### config.mk
export PLATFORM = sky130hd
export DESIGN_NAME = vga_sincronismo
export DESIGN_NICKNAME = d
export VERILOG_FILES = /design/src/rtl/vga_pkg.sv /design/src/rtl/contador_mod.sv /design/src/rtl/vga_sincronismo.sv
export SDC_FILE = /design/constraint.sdc
export NUM_CORES = 1
export LEC_CHECK = 0
export ABC_AREA = 1
export CAP_MARGIN = 10
export CORE_UTILIZATION = 52
export DETAILED_ROUTE_END_ITERATION = 12
export GPL_ROUTABILITY_DRIVEN = 0
export GPL_TIMING_DRIVEN = 1
export MAX_ROUTING_LAYER = met4
export PLACE_DENSITY = 0.79
export SYNTH_ARGS = -nofsm -noshare
export SYNTH_HDL_FRONTEND = slang
export SYNTH_HIERARCHICAL = 1
export SYNTH_SLANG_ARGS = --single-unit
### constraint.sdc
create_clock -name CLOCK_50 -period 3.25 [get_ports CLOCK_50]
set_input_delay 0.975 -clock CLOCK_50 [delete_from_list [all_inputs] [get_ports CLOCK_50]]
set_output_delay 0.975 -clock CLOCK_50 [all_outputs]
set_load 0.05 [all_outputs]
### src/rtl/vga_pkg.sv
// Shared 640x480@60 Hz timing constants for the sync generator and the pixel renderer.
package vga_pkg;

  localparam int H_SYNC_DEF    = 96;
  localparam int H_BACK_DEF    = 48;
  localparam int H_VISIBLE_DEF = 640;
  localparam int H_FRONT_DEF   = 16;
  localparam int V_SYNC_DEF    = 2;
  localparam int V_BACK_DEF    = 33;
  localparam int V_VISIBLE_DEF = 480;
  localparam int V_FRONT_DEF   = 10;

  localparam int H_TOTAL = H_SYNC_DEF + H_BACK_DEF + H_VISIBLE_DEF + H_FRONT_DEF;
  localparam int V_TOTAL = V_SYNC_DEF + V_BACK_DEF + V_VISIBLE_DEF + V_FRONT_DEF;

  // Visible window in raw counter coordinates; the renderer subtracts X_INI/Y_INI.
  localparam int X_INI = H_SYNC_DEF + H_BACK_DEF;
  localparam int X_FIM = X_INI + H_VISIBLE_DEF - 1;
  localparam int Y_INI = V_SYNC_DEF + V_BACK_DEF;
  localparam int Y_FIM = Y_INI + V_VISIBLE_DEF - 1;

  function automatic logic dentro(input logic [9:0] v, input int lo, input int hi);
    return (v >= 10'(lo)) && (v <= 10'(hi));
  endfunction

endpackage

### src/rtl/contador_mod.sv
// Modulo-N up counter with enable; exposes its next value so callers can decode ahead.
module contador_mod #(
  parameter int N = 800,
  parameter int W = 10
) (
  input  logic         clk,
  input  logic         rst_n,
  input  logic         en,
  output logic [W-1:0] valor,
  output logic [W-1:0] valor_prox,
  output logic         terminal
);

  // Terminal compare happens before the increment so the count never passes N-1.
  assign terminal = (valor == W'(N - 1));

  always_comb begin
    valor_prox = valor;
    if (en) valor_prox = terminal ? '0 : valor + 1'b1;
  end

  always_ff @(posedge clk or negedge rst_n) begin
    if (!rst_n) valor <= '0;
    else        valor <= valor_prox;
  end

endmodule

### src/rtl/vga_sincronismo.sv
// VGA timing generator: CLOCK_50/2 pixel clock, X/Y counters, registered syncs, blanking and frame tick.
module vga_sincronismo
  import vga_pkg::*;
#(
  parameter int H_SYNC    = H_SYNC_DEF,
  parameter int H_BACK    = H_BACK_DEF,
  parameter int H_VISIBLE = H_VISIBLE_DEF,
  parameter int H_FRONT   = H_FRONT_DEF,
  parameter int V_SYNC    = V_SYNC_DEF,
  parameter int V_BACK    = V_BACK_DEF,
  parameter int V_VISIBLE = V_VISIBLE_DEF,
  parameter int V_FRONT   = V_FRONT_DEF
) (
  input  logic       CLOCK_50,
  input  logic       reset,
  output logic       VGA_CLK,
  output logic       VGA_HS,
  output logic       VGA_VS,
  output logic       VGA_BLANK_N,
  output logic       VGA_SYNC_N,
  output logic [9:0] VGA_X,
  output logic [9:0] VGA_Y,
  output logic       fim_quadro,
  output logic [7:0] contador_quadros
);

  localparam int H_TOT  = H_SYNC + H_BACK + H_VISIBLE + H_FRONT;
  localparam int V_TOT  = V_SYNC + V_BACK + V_VISIBLE + V_FRONT;
  localparam int X_PRIM = H_SYNC + H_BACK;
  localparam int X_ULT  = X_PRIM + H_VISIBLE - 1;
  localparam int Y_PRIM = V_SYNC + V_BACK;
  localparam int Y_ULT  = Y_PRIM + V_VISIBLE - 1;

  logic       fase;
  logic       pix_en;
  logic       h_term;
  logic       v_term;
  logic       v_en;
  logic       inicio_fp;
  logic [9:0] x_prox;
  logic [9:0] y_prox;

  // Counters step on the edge where VGA_CLK falls, leaving them stable at its rising edge.
  assign pix_en = fase;
  assign v_en   = h_term & pix_en;

  contador_mod #(.N(H_TOT), .W(10)) u_cont_h (
    .clk        (CLOCK_50),
    .rst_n      (reset),
    .en         (pix_en),
    .valor      (VGA_X),
    .valor_prox (x_prox),
    .terminal   (h_term)
  );

  contador_mod #(.N(V_TOT), .W(10)) u_cont_v (
    .clk        (CLOCK_50),
    .rst_n      (reset),
    .en         (v_en),
    .valor      (VGA_Y),
    .valor_prox (y_prox),
    .terminal   (v_term)
  );

  // Frame tick marks entry into the vertical front porch, so it never fires on the (0,0) wrap.
  assign inicio_fp  = v_en && (y_prox == 10'(Y_ULT + 1));
  assign VGA_SYNC_N = 1'b0;

  always_ff @(posedge CLOCK_50 or negedge reset) begin
    if (!reset) begin
      fase             <= 1'b0;
      VGA_CLK          <= 1'b0;
      VGA_HS           <= 1'b0;
      VGA_VS           <= 1'b0;
      VGA_BLANK_N      <= 1'b0;
      fim_quadro       <= 1'b0;
      contador_quadros <= '0;
    end else begin
      fase        <= ~fase;
      VGA_CLK     <= ~fase;
      VGA_HS      <= (x_prox >= 10'(H_SYNC));
      VGA_VS      <= (y_prox >= 10'(V_SYNC));
      VGA_BLANK_N <= dentro(x_prox, X_PRIM, X_ULT) && dentro(y_prox, Y_PRIM, Y_ULT);
      fim_quadro  <= inicio_fp;
      if (inicio_fp) contador_quadros <= contador_quadros + 8'd1;
    end
  end

endmodule
# Word level (Yosys, flattened, before mapping)
# Index checks and enable logic that the tools add are counted.
[word_totals] regBits=33 in_bits=2 out_inout_bits=34 word_cells=30
[classes] n_addsub=3 magnitude_cmp=6 n_eq_ne=3 n_mux=4 bitwise=2 reduce_logical=4
[ops] cell="10-bit 2-to-1 mux" count=4
[ops] cell="10-bit equality test, second input constant" count=3
[ops] cell="10-bit by 1-bit adder with 10-bit output, second input constant" count=2
[ops] cell="10-bit less-or-equal comparator, second input constant" count=2
[ops] cell="10-bit by 2-bit >= comparator with 1-bit output, second input constant" count=1
[ops] cell="10-bit by 6-bit >= comparator with 1-bit output, second input constant" count=1
[ops] cell="10-bit by 7-bit >= comparator with 1-bit output, second input constant" count=1
[ops] cell="10-bit by 8-bit >= comparator with 1-bit output, second input constant" count=1
[ops] cell="8-bit by 1-bit adder with 8-bit output, second input constant" count=1
[ops] cell="1-bit logical AND" count=4
[ops] cell="1-bit AND" count=1
[ops] cell="1-bit NOT" count=1

# Depth between registers and ports, before layout
[logic_depth] word_depth=6 depth_mapped=23 mapped_depth_nobuf=22

# Hierarchy
# Netlist, hierarchy kept.
[by_module_without_submodules] module="vga_sincronismo" instances=1 cells_per_inst=107 area_per_inst_um2=812.0 seq_area_each_um2=325.3
[by_module_without_submodules] module="contador_mod (u_cont_v)" instances=1 cells_per_inst=88 area_per_inst_um2=633.1 seq_area_each_um2=250.2
[by_module_without_submodules] module="contador_mod (u_cont_h)" instances=1 cells_per_inst=68 area_per_inst_um2=549.3 seq_area_each_um2=250.2

# Worst setup path after synthesis
# Ideal clock, no wire load.
[synth_timing] kind="register -> register" start="reg u_cont_h.valor[0]" end="reg contador_quadros[0]" setup_time_ps=142 t_arrival_ps=2672 required_ps=3108 setup_slack_ps=436 path_stages_with_launch=21 path_buffers=1 period_less_slack_ps=2814 path_cell_list="dfrtp_1 > ha_1 > inv_1 > nor2_1 > nand3_1 > inv_1 > nand2_1 > inv_1 > buf_6 > nand2_2 > nor2_4 > nand2_2 > nor2_1 > nand2_1 > nand2_1 > inv_1 > nor2_2 > nand2_2 > nor2_4 > nand2_4 > xnor2_2"
[synth_via] elab_chain_len=5
[synth_rtl] item="start, declared" line_no="contador_mod.sv:9" text="output logic [W-1:0] valor,"
[synth_rtl] item="start signal, assigned" line_no="contador_mod.sv:24" text="else valor <= valor_prox;"
[synth_rtl] item="10-bit equality test" line_no="contador_mod.sv:15" text="assign terminal = (valor == W'(N - 1));"
[synth_rtl] item="net h_term" line_no="vga_sincronismo.sv:36" text="logic h_term;"
[synth_rtl] item="1-bit AND" line_no="vga_sincronismo.sv:45" text="assign v_en = h_term & pix_en;"
[synth_rtl] item="net v_en" line_no="vga_sincronismo.sv:38" text="logic v_en;"
[synth_rtl] item="10-bit 2-to-1 mux" line_no="contador_mod.sv:19" text="if (en) valor_prox = terminal ? '0 : valor + 1'b1;"
[synth_rtl] item="net y_prox[7]" line_no="vga_sincronismo.sv:41" text="logic [9:0] y_prox;"
[synth_rtl] item="10-bit equality test" line_no="vga_sincronismo.sv:66" text="assign inicio_fp = v_en && (y_prox == 10'(Y_ULT + 1));"
[synth_rtl] item="1-bit logical AND" line_no="vga_sincronismo.sv:66"
[synth_rtl] item="end signal, assigned" line_no="vga_sincronismo.sv:85" text="if (inicio_fp) contador_quadros <= contador_quadros + 8'd1;"
[synth_rtl] item="end, declared" line_no="vga_sincronismo.sv:24" text="output logic [7:0] contador_quadros"
# The timed path passes the listed nets, and every way through them passes these cells.
# A chain may end at the register's enable or synchronous reset.

# Worst setup path in the final report
[layout_timing] start="reg u_cont_h.valor[0]" end="reg contador_quadros[2]"
# The elaborated chain is that of the path after synthesis.

==> run metrics <==
hold_buf cts=0; First-pass DRT Iterations=4; Initial Utilization=0.545; most frequent cells in the layout=69 x sky130_fd_sc_hd__nand2_1, 45 x sky130_fd_sc_hd__inv_1, 34 x sky130_fd_sc_hd__clkdlybuf4s50_1; total die area=between 0.004 and 0.005 mm²; FF/Latch Area=between 800 and 900 µm²; count of clock tree sinks=33; horizontal die dimension=between 60 and 70 µm; Detail Route Antenna Nets=0; number of instances in the synthesized netlist=between 200 and 300; type of the most critical hold path=reg -> reg; final worst path period need=2.82 ns; max_cap viols=0; antenna violations before repair=0; number of CTS-inserted buffers=5; number of cell rows=22; total DRC errors in the routed layout=0; power density over cell area=~330 mW/mm²; unrepaired setup endpoints after global routing=false; result of the run=complete, no violations; Critical Path AT=about 3 ns; fraction of final layout cells sized beyond drive strength 1=0.126; number of warnings issued by yosys=6; nature of the critical path endpoint=flop; average instance area after synthesis=7.58 µm²; area of the core=0.00366 mm²; critical-path maximum fanout=9; maximum level of the CTS H-tree=2; total count of hold-check failures in the final report=0; Clock Pin Slew Worst Setup and Hold Paths=0.07 ns; area used by multi-input combinational logic=approximately 950 µm²; final setup vio count=0; filler cell count in the final layout=between 300 and 400; vias in the first global route=between 1,500 and 2,000; Setup CP Type=reg -> reg; top cell type's share of synthesized area=0.414; wire length of the first global-routing pass=~7400 µm; DRC marker count from the first detailed-route iteration=64; Root Buffer=sky130_fd_sc_hd__clkbuf_8; routed via count divided by cell count=4.88; Routed WL=slightly above 4000 µm; actual slew at the worst max-slew pin=~0.50 ns; power after layout=slightly above 800 µW; Setup Buffers After CTS=0; timing-limited maximum frequency=between 0.3 and 0.4 GHz; flip-flop and latch count after synthesis=33; largest cells by area after synthesis=sky130_fd_sc_hd__dfrtp_1 41%, sky130_fd_sc_hd__nand2_1 13%, sky130_fd_sc_hd__inv_1 8.5%, sky130_fd_sc_hd__nor2_1 5.6%, sky130_fd_sc_hd__nand3_1 5.3%; aggregate negative setup slack=0 ns; number of buffers on the longest clock path=2; final critical-path share of the clock period=0.867; peak ir drop on the vdd network=0.275 mV; final-stage net count=just over 300; Synth-to-Final Area Change=24.4%; number of diodes=0; count of unique library cells instantiated by Yosys=26; Clock Skew=between 0.004 and 0.005 ns; buffers added on ports=34; kind of launch point of the worst setup path=flop; post-synth top area cell=sky130_fd_sc_hd__dfrtp_1; most common cell after layout, fill and taps aside=sky130_fd_sc_hd__nand2_1; mean routed wirelength per cell=11.5 µm; required time at the endpoint of the critical path=around 3.4 ns; grt total ovfl=0; number of pins exceeding their max-slew limit in the final report=0; pin count of the biggest net entering global routing=34; post-DP HPWL=approximately 3000 µm; later-pin clock latency in the skew report=about 0.28 ns; post-synthesis sequential area ratio=0.414; clock tree from TritonCTS=done; max-slew headroom at the worst pin=0.662; routed via count=about 1,700; Syn Std Cell Area=approximately 0.0020 mm²; worst reg-to-reg setup slack=approximately 0.43 ns; Die Ht=around 64 µm; cells resized by post-CTS repair=0; number of placed I/O pins=36; Total GRT Usage=0.245; number of nets in the synthesized netlist=approximately 270; total leakage power=around 0.0013 µW
==> worst max-delay path, cell delays in order, from the launching register on <==
cell and delay (ns):
sky130_fd_sc_hd__dfrtp_1 0.42, sky130_fd_sc_hd__ha_1 0.24, sky130_fd_sc_hd__inv_1 0.05, sky130_fd_sc_hd__nor2_1 0.13, sky130_fd_sc_hd__nand3_1 0.13, sky130_fd_sc_hd__inv_1 0.09, sky130_fd_sc_hd__nand2_1 0.10, sky130_fd_sc_hd__inv_1 0.29
sky130_fd_sc_hd__nand2_2 0.12, sky130_fd_sc_hd__nor2_4 0.13, sky130_fd_sc_hd__nand3_1 0.10, sky130_fd_sc_hd__nand2_1 0.07, sky130_fd_sc_hd__nand2_1 0.05, sky130_fd_sc_hd__nor2_2 0.17, sky130_fd_sc_hd__inv_1 0.08, sky130_fd_sc_hd__nor2_1 0.16
sky130_fd_sc_hd__nand4_1 0.20, sky130_fd_sc_hd__nand2_1 0.11, sky130_fd_sc_hd__nand2_1 0.06
==> routing by layer <==
layer	wire, µm	part of all wire	GRT usage
met1	1860	0.46	0.289
met2	2010	0.50	0.411
met3	148	0.037	0.0482
met4	22	0.0054	0.0966
met5	0	0	-
==> area by class of cell <==
type | instances | area share
sequential | 33 | 0.333
timing repair buffer | 35 | 0.140
tap | 48 | 0.0242
clock buffer | 7 | 0.0348
clock inverter | 1 | 0.0121
inverter | 48 | 0.0746
multi-input combinational | 178 | 0.381
==> synthesized netlist by cell type <==
master and count:
sky130_fd_sc_hd__nand2_1 69, sky130_fd_sc_hd__inv_1 45, sky130_fd_sc_hd__dfrtp_1 33, sky130_fd_sc_hd__nor2_1 30, sky130_fd_sc_hd__nand3_1 21, sky130_fd_sc_hd__nand2_2 10, sky130_fd_sc_hd__xor2_1 9, sky130_fd_sc_hd__nand4_1 6
sky130_fd_sc_hd__nor2_2 5, sky130_fd_sc_hd__nor2_4 5, sky130_fd_sc_hd__ha_1 4, sky130_fd_sc_hd__nand3_2 3, sky130_fd_sc_hd__o21ai_0 3, sky130_fd_sc_hd__xnor2_1 3, sky130_fd_sc_hd__a21oi_1 2, sky130_fd_sc_hd__buf_4 2
sky130_fd_sc_hd__buf_6 2, sky130_fd_sc_hd__inv_2 2, sky130_fd_sc_hd__o21ai_1 2, sky130_fd_sc_hd__clkinv_4 1, sky130_fd_sc_hd__conb_1 1, sky130_fd_sc_hd__nand2_4 1, sky130_fd_sc_hd__nand4_2 1, sky130_fd_sc_hd__nor3_2 1
sky130_fd_sc_hd__o21bai_1 1, sky130_fd_sc_hd__xnor2_2 1
==> power by group <==
group          internal, µW  total, µW  switching [µW]  leakage [µW]
sequential              411        411               0      0.000447
combinational          1.84       12.0            10.2      0.000760
clock                   250        395             145     0.0000585
==> cells by family (layout without fill, tap and decap cells) <==
| logic type | Yosys count | after routing | synth area share |
|---|---|---|---|
| flip-flops | 33 | 33 | 0.414 |
| adder cells (fa/ha/maj) | 4 | 4 | 0.0251 |
| AO/OA/AOI/OAI | 8 | 8 | 0.0213 |
| XOR/XNOR | 13 | 13 | 0.0609 |
| buffers and inverters | 52 | 91 | 0.112 |
| AND/OR/NAND/NOR | 152 | 152 | 0.365 |
| other | 1 | 1 | 0.00188 |
==> per-stage QoR <==
| stage | worst slack (ns) | util | instances | area, µm² | hold WS, ns |
|---|---|---|---|---|---|
| 6_report | 0.433 | 0.678 | 350 | 2480 | 0.510 |
| 3_3_place_gp | 0.608 | 0.646 | 342 | 2360 | 0.488 |
| 5_1_grt | 0.0511 | 0.678 | 350 | 2480 | 0.561 |
| 4_1_cts | 0.437 | 0.678 | 350 | 2480 | 0.514 |
| 3_5_place_dp | 0.489 | 0.646 | 342 | 2360 | 0.495 |
| 2_1_floorplan | 0.436 | - | 263 | 1990 | 0.679 |
==> worst paths after layout <==
| check | to | startpoint | cells past startpoint |
|---|---|---|---|
| worst max-delay path | contador_quadros[2] | u_cont_h/valor[0] | 18 |
| worst min-delay path | contador_quadros[7] | contador_quadros[7] | 2 |
| worst max register to register | contador_quadros[2] | u_cont_h/valor[0] | 18 |
| worst min register to register | contador_quadros[7] | contador_quadros[7] | 2 |
| max in group asynchronous | contador_quadros[2] | reset | 2 |
| min in group asynchronous | u_cont_h/valor[7] | reset | 2 |
==> state kept, by name (all words and copies together) (netlist names) <==
| name | flops |
|---|---|
| VGA_CLK | 1 |
| contador_quadros | 8 |
| fim_quadro | 1 |
| VGA_BLANK_N | 1 |
| VGA_VS | 1 |
| VGA_HS | 1 |
| u_cont_h/valor | 10 |
| u_cont_v/valor | 10 |
Power figures use the tool's default switching activity.
